File: src/rtl/spi_adc_scanner.sv
// Round-robin scanner for an MCP300x-style SPI ADC: walks the enabled channels,
// runs one conversion frame per channel and keeps the latest result of each.
module spi_adc_scanner #(
   parameter int NUM_CH   = 4,
   parameter int RES_BITS = 10,
   parameter int CLK_DIV  = 50,
   parameter int GAP_CYC  = 1000,
   parameter int SGL      = 1
) (
   input  logic                         clk,
   input  logic                         rst_n,
   input  logic                         enable,
   input  logic [NUM_CH-1:0]            ch_mask,
   input  logic                         dout,
   output logic                         cs,
   output logic                         sclk,
   output logic                         din,
   output logic [NUM_CH*RES_BITS-1:0]   sample,
   output logic                         sample_valid,
   output logic [2:0]                   sample_ch,
   output logic                         busy
);

   localparam int FRAME   = 7 + RES_BITS;
   localparam int CNT_MAX = (GAP_CYC > CLK_DIV) ? GAP_CYC : CLK_DIV;
   localparam int CNT_W   = $clog2(CNT_MAX + 1);

   localparam logic [CNT_W-1:0] DIV_END     = CNT_W'(CLK_DIV - 1);
   localparam logic [CNT_W-1:0] GAP_END     = CNT_W'(GAP_CYC - 1);
   localparam logic [4:0]       LAST_BIT    = 5'(FRAME - 1);
   localparam logic [4:0]       CAP_FIRST   = 5'd6;
   localparam logic [4:0]       CAP_LAST    = 5'(5 + RES_BITS);
   localparam logic [2:0]       LAST_CH_RST = 3'(NUM_CH - 1);

   typedef enum logic [1:0] {IDLE, SETUP, XFER, GAP} state_e;

   state_e                      state_q;
   logic [CNT_W-1:0]            cnt_q;
   logic [4:0]                  bit_q;
   logic                        high_q;
   logic [2:0]                  ch_q;
   logic [2:0]                  last_q;
   logic [RES_BITS-1:0]         shift_q;
   logic [NUM_CH*RES_BITS-1:0]  sample_q;
   logic                        valid_q;
   logic [2:0]                  sample_ch_q;
   logic                        cs_q;
   logic                        sclk_q;
   logic                        din_q;

   logic       start_ok;
   logic       in_frame;
   logic [2:0] sel_ch;

   // Lowest enabled channel above the last converted one, else wrap to the lowest enabled.
   function automatic logic [2:0] next_channel(input logic [NUM_CH-1:0] mask,
                                               input logic [2:0]        last);
      logic [2:0] first;
      logic [2:0] above;
      logic       have_first;
      logic       have_above;
      first      = '0;
      above      = '0;
      have_first = 1'b0;
      have_above = 1'b0;
      for (int n = 0; n < NUM_CH; n++) begin
         if (mask[n]) begin
            if (!have_first) begin
               first      = 3'(n);
               have_first = 1'b1;
            end
            if (!have_above && (3'(n) > last)) begin
               above      = 3'(n);
               have_above = 1'b1;
            end
         end
      end
      return have_above ? above : first;
   endfunction

   function automatic logic cmd_bit(input logic [4:0] idx, input logic [2:0] ch);
      case (idx)
         5'd0:    return 1'b1;
         5'd1:    return (SGL != 0);
         5'd2:    return ch[2];
         5'd3:    return ch[1];
         5'd4:    return ch[0];
         default: return 1'b0;
      endcase
   endfunction

   assign start_ok = enable && (ch_mask != '0);
   assign in_frame = (state_q == SETUP) || (state_q == XFER);
   assign sel_ch   = next_channel(ch_mask, last_q);

   // NOTE: every register here, including the sample bank, is state and uses non-blocking
   // assignments; the sample bank is a handful of flops, so it is reset like the rest.
   always_ff @(posedge clk or negedge rst_n) begin
      if (!rst_n) begin
         state_q     <= IDLE;
         cnt_q       <= '0;
         bit_q       <= '0;
         high_q      <= 1'b0;
         ch_q        <= '0;
         last_q      <= LAST_CH_RST;
         shift_q     <= '0;
         sample_q    <= '0;
         valid_q     <= 1'b0;
         sample_ch_q <= '0;
         cs_q        <= 1'b1;
         sclk_q      <= 1'b0;
         din_q       <= 1'b0;
      end else begin
         valid_q <= 1'b0;
         if (in_frame && !enable) begin
            // Abort drops the frame but still serves the full chip-select high time.
            state_q <= GAP;
            cnt_q   <= '0;
            high_q  <= 1'b0;
            cs_q    <= 1'b1;
            sclk_q  <= 1'b0;
            din_q   <= 1'b0;
         end else begin
            case (state_q)
               IDLE: begin
                  cs_q   <= 1'b1;
                  sclk_q <= 1'b0;
                  din_q  <= 1'b0;
                  if (start_ok) begin
                     ch_q    <= sel_ch;
                     state_q <= SETUP;
                     cnt_q   <= '0;
                     cs_q    <= 1'b0;
                     din_q   <= 1'b1;
                  end
               end
               SETUP: begin
                  if (cnt_q == DIV_END) begin
                     state_q <= XFER;
                     cnt_q   <= '0;
                     bit_q   <= '0;
                     high_q  <= 1'b1;
                     sclk_q  <= 1'b1;
                  end else begin
                     cnt_q <= cnt_q + 1'b1;
                  end
               end
               XFER: begin
                  if (cnt_q != DIV_END) begin
                     cnt_q <= cnt_q + 1'b1;
                  end else begin
                     cnt_q <= '0;
                     if (high_q) begin
                        high_q <= 1'b0;
                        sclk_q <= 1'b0;
                        din_q  <= cmd_bit(bit_q + 5'd1, ch_q);
                     end else if (bit_q == LAST_BIT) begin
                        for (int n = 0; n < NUM_CH; n++) begin
                           if (ch_q == 3'(n)) sample_q[n*RES_BITS +: RES_BITS] <= shift_q;
                        end
                        valid_q     <= 1'b1;
                        sample_ch_q <= ch_q;
                        last_q      <= ch_q;
                        state_q     <= GAP;
                        cs_q        <= 1'b1;
                        din_q       <= 1'b0;
                     end else begin
                        high_q <= 1'b1;
                        sclk_q <= 1'b1;
                        bit_q  <= bit_q + 5'd1;
                        // Rising edge of the next period: result bits live in periods 7..6+RES_BITS.
                        if ((bit_q >= CAP_FIRST) && (bit_q <= CAP_LAST))
                           shift_q <= {shift_q[RES_BITS-2:0], dout};
                     end
                  end
               end
               GAP: begin
                  if (cnt_q == GAP_END) begin
                     cnt_q <= '0;
                     if (start_ok) begin
                        ch_q    <= sel_ch;
                        state_q <= SETUP;
                        cs_q    <= 1'b0;
                        din_q   <= 1'b1;
                     end else begin
                        state_q <= IDLE;
                     end
                  end else begin
                     cnt_q <= cnt_q + 1'b1;
                  end
               end
               default: state_q <= IDLE;
            endcase
         end
      end
   end

   assign cs           = cs_q;
   assign sclk         = sclk_q;
   assign din          = din_q;
   assign sample       = sample_q;
   assign sample_valid = valid_q;
   assign sample_ch    = sample_ch_q;
   assign busy         = ~cs_q;

endmodule

File: config.mk
export PLATFORM = sky130hd
export DESIGN_NAME = spi_adc_scanner
export DESIGN_NICKNAME = d
export VERILOG_FILES = /design/src/rtl/spi_adc_scanner.sv
export SDC_FILE = /design/constraint.sdc
export NUM_CORES = 1
export LEC_CHECK = 0
export CAP_MARGIN = 15
export CORE_ASPECT_RATIO = 1.1
export CORE_MARGIN = 1.5
export CORE_UTILIZATION = 55
export DETAILED_ROUTE_END_ITERATION = 16
export PLACE_DENSITY = 0.81
export SLEW_MARGIN = 20
export SYNTH_ARGS = -nofsm -noshare
export SYNTH_HDL_FRONTEND = slang
export SYNTH_SLANG_ARGS = --single-unit
File: constraint.sdc
create_clock -name clk -period 6.2 [get_ports clk]
set_input_delay 1.55 -clock clk [delete_from_list [all_inputs] [get_ports clk]]
set_output_delay 1.55 -clock clk [all_outputs]
set_load 0.05 [all_outputs]
==> summary.txt <==
CTS
  – Resized Gates After CTS: 0
  – Htree depth: 3
  – CTS Hold Bufs: 0
  – CTS clk-pin slew, worst paths: 0.09 ns
  – Post-CTS Setup Repair Bufs: 0
  – Clk sinks: 78
  – CTS tree: built
  – Clk buf depth: 2
  – Worst-Skew Late Latency: 0.36 ns
  – Cts bufs inserted: 9
  – Root buf cell: clkbuf_8

Worst setup path
  – Worst path required time: 6.44 ns
  – Slowest cell delay on critical path: 0.87 ns
  – R2R cell count: 5
  – Flop-to-flop setup slack: 3.32 ns
  – Crit path depth: 4
  – CP Buf/Inv Count: 1
  – Setup crit start: enable
  – CP endpoint: sample[38]$_DFFE_PN0P_
  – Slowest CP cell: nor3_2
  – Worst r2r src: state_q[0]$_DFFE_PN0P_
  – Crit. End Element: flop
  – Crit path max-delay family: simple AND/OR/NAND/NOR gates
  – CP max FO: 12
  – Reg2reg end: sample[38]$_DFFE_PN0P_
  – CP cell instances: clkdlybuf4s50_1 > nand2_1 > nor3_2 > mux2_2
  – Critical path data arrival time: 3.85 ns
  – Critical path type: primary input to flop
  – CP startpoint kind: primary input

Synth
  – Synth Instances: 330
  – Area share of the largest cell type after synthesis: 48.6%
  – Post-synth ARST share: 100%
  – Library cells used by synthesis: 61
  – Mapped Area: 3860 µm²
  – Syn Area/Cell: 11.7 µm²
  – Post-synth net total: 349
  – Post-synth EDFFs: 0
  – FF+latch count, synth: 78
  – Yosys warns: 0
  – Area contributors post-synth: dfrtp_1 49%, mux2_2 13%, mux2_4 3.9%
  – Yosys top cell by area: dfrtp_1
  – Post-synthesis sequential area ratio: 50.6%
  – Ys flop type: dfrtp_1

Global routing
  – GR Overflow Total: 0
  – Largest net degree at the start of global routing: 79
  – Global router's overall resource usage: 22.5%
  – Antenna violations before repair: 0
  – Vias in the first global route: 2,770
  – Global-route wire length before repair: 13,600 µm

Finish
  – Ant. Diodes: 0
  – Area growth from synthesis to layout: 20.1%
  – Nets@finish: 401
  – Commonest non-fill, non-tap cell in the layout: dfrtp_1
  – Commonest cells after routing, fill and taps aside: 75 x dfrtp_1, 53 x clkdlybuf4s50_1, 44 x mux2_2
  – Post-route insts no fill: 469
  – Fillers: 489
  – Post-route cell area: 4640 µm²
  – Layout cells sized above 1: 22.0%

Outcome
  – Outcome: finished clean

STA
  – Period utilisation layout: 58.2%
  – Worst Tran Pin Value: 0.990 ns
  – Max-slew headroom: 33.7%
  – Max-slew violations: 0
  – Final setup TNS: 0 ns
  – Setup violations, final: 0
  – Crit path time final: 3.61 ns
  – F_max: 277 MHz
  – RSZ-0062 raised after global routing: no
  – Final Hold Viols: 0
  – Worst Hold Slack: 0.514 ns
  – Final Skew: 0.0136 ns

Placed design
  – Final GP Congestion: 0.872
  – PortBufs: 54
  – Post-DP Area: 4440 µm²
  – DP Cell Count: 453
  – HPWL after DPL: 5490 µm

Drt
  – Final WL: 7810 µm
  – DR iter-0 viols: 166
  – DR pass1 iterations: 5
  – Overall via count from detail_route: 2,797
  – Vias/cell: 5.96
  – WL/cell: 16.7 µm
  – DRC: 0
  – Antenna viol nets, final: 0

Power and ir drop
  – Peak supply drop: 0.000122 V
  – P_leak: 2.14 nW
  – Power per cell area: 193 nW/µm²

Die
  – Core Footprint: 6670 µm²
  – Die H: 90.9 µm
  – Row cnt: 31
  – Die ar.: 7530 µm²
  – Total I/O pin count: 56
  – DIE WIDTH: 82.9 µm
  – Starting density of the core: 57.9%

Min path
  – Hold crit path type: flop to flop

Run
  – Max Cap Violations: 0
## per-stage QoR
stage          utilization [%]  setup WS [ns]  power [mW]
4_1_cts                   69.4           2.53       0.901
2_1_floorplan                -           3.17       0.525
6_report                  69.5           2.59       0.894
3_5_place_dp              66.6           2.16       0.540
5_1_grt                   69.5           2.37       0.926
3_3_place_gp              66.6           2.25       0.540
## state kept, by name, summed over array words and instances, names as in the netlist, 2 cells and up
signal and flops:
sample 40, cnt_q 10, shift_q 10, bit_q 5, ch_q 2, last_q 2
sample_ch 2, state_q 2
## kinds of logic (layout without fill, tap and decap cells)
group | count (synthesis) | after routing | share of synthesized area [%]
AO/OA/AOI/OAI | 61 | 61 | 10.7
XOR/XNOR | 4 | 4 | 0.907
adder cells (fa/ha/maj) | 11 | 11 | 3.56
buffers and inverters | 26 | 83 | 3.08
flip-flops | 78 | 78 | 50.6
multiplexers | 57 | 57 | 17.5
other | 1 | 1 | 0.0971
AND/OR/NAND/NOR | 92 | 92 | 13.5
## Yosys cell counts (all sizes together), types with 6 or more instances
| library cell | count |
|---|---|
| dfrtp | 75 |
| mux2 | 54 |
| nand2 | 27 |
| o21ai | 21 |
| nor2 | 16 |
| inv | 12 |
| ha | 11 |
| clkbuf | 10 |
| nand3 | 10 |
| a21oi | 8 |
| nor3 | 7 |
| and3 | 6 |
## metal layers
metal | vias up | track usage (%) | part of all wire, %
li1 | 1301 | - | -
met1 | 1374 | 29.9 | 44
met2 | 107 | 36.0 | 49
met3 | 15 | 4.66 | 5.4
met4 | 0 | 9.44 | 2.0
met5 | - | 0 | 0
## report_power, final
group	internal [mW]	switching [mW]	total (mW)	leakage (nW)
Combinational	0.00567	0.0155	0.0211	1.01
Sequential	0.508	0	0.508	1.04
Clock	0.154	0.210	0.364	0.0927
Total	0.668	0.226	0.894	2.14
## how the worst min path moves through the flow
stage | slack (ns) | cells after the start | startpoint | endpoint
global placement | 0.49 | 1 | sample_ch[0]$_DFFE_PN0P_ | sample_ch[0]$_DFFE_PN0P_
finish | 0.51 | 1 | sample[35]$_DFFE_PN0P_ | sample[35]$_DFFE_PN0P_
detailed placement | 0.50 | 1 | sample[33]$_DFFE_PN0P_ | sample[33]$_DFFE_PN0P_
CTS | 0.52 | 1 | sample[36]$_DFFE_PN0P_ | sample[36]$_DFFE_PN0P_
global route | 0.53 | 1 | sample[8]$_DFFE_PN0P_ | sample[8]$_DFFE_PN0P_
floorplan | 0.48 | 2 | last_q[0]$_DFFE_PN1P_ | last_q[0]$_DFFE_PN1P_
## area by class of cell
| cell class | count | area [µm²] | area share, % |
|---|---|---|---|
| well taps | 82 | 103 | 2.21 |
| clock inverters | 7 | 62.6 | 1.35 |
| inverters | 12 | 45.0 | 0.971 |
| repair buffers | 55 | 546 | 11.8 |
| flip-flops and latches | 78 | 1960 | 42.2 |
| multi-input cells | 226 | 1800 | 38.9 |
| clock buffers | 9 | 124 | 2.67 |
Note: power is estimated with default switching activity, not from simulation.
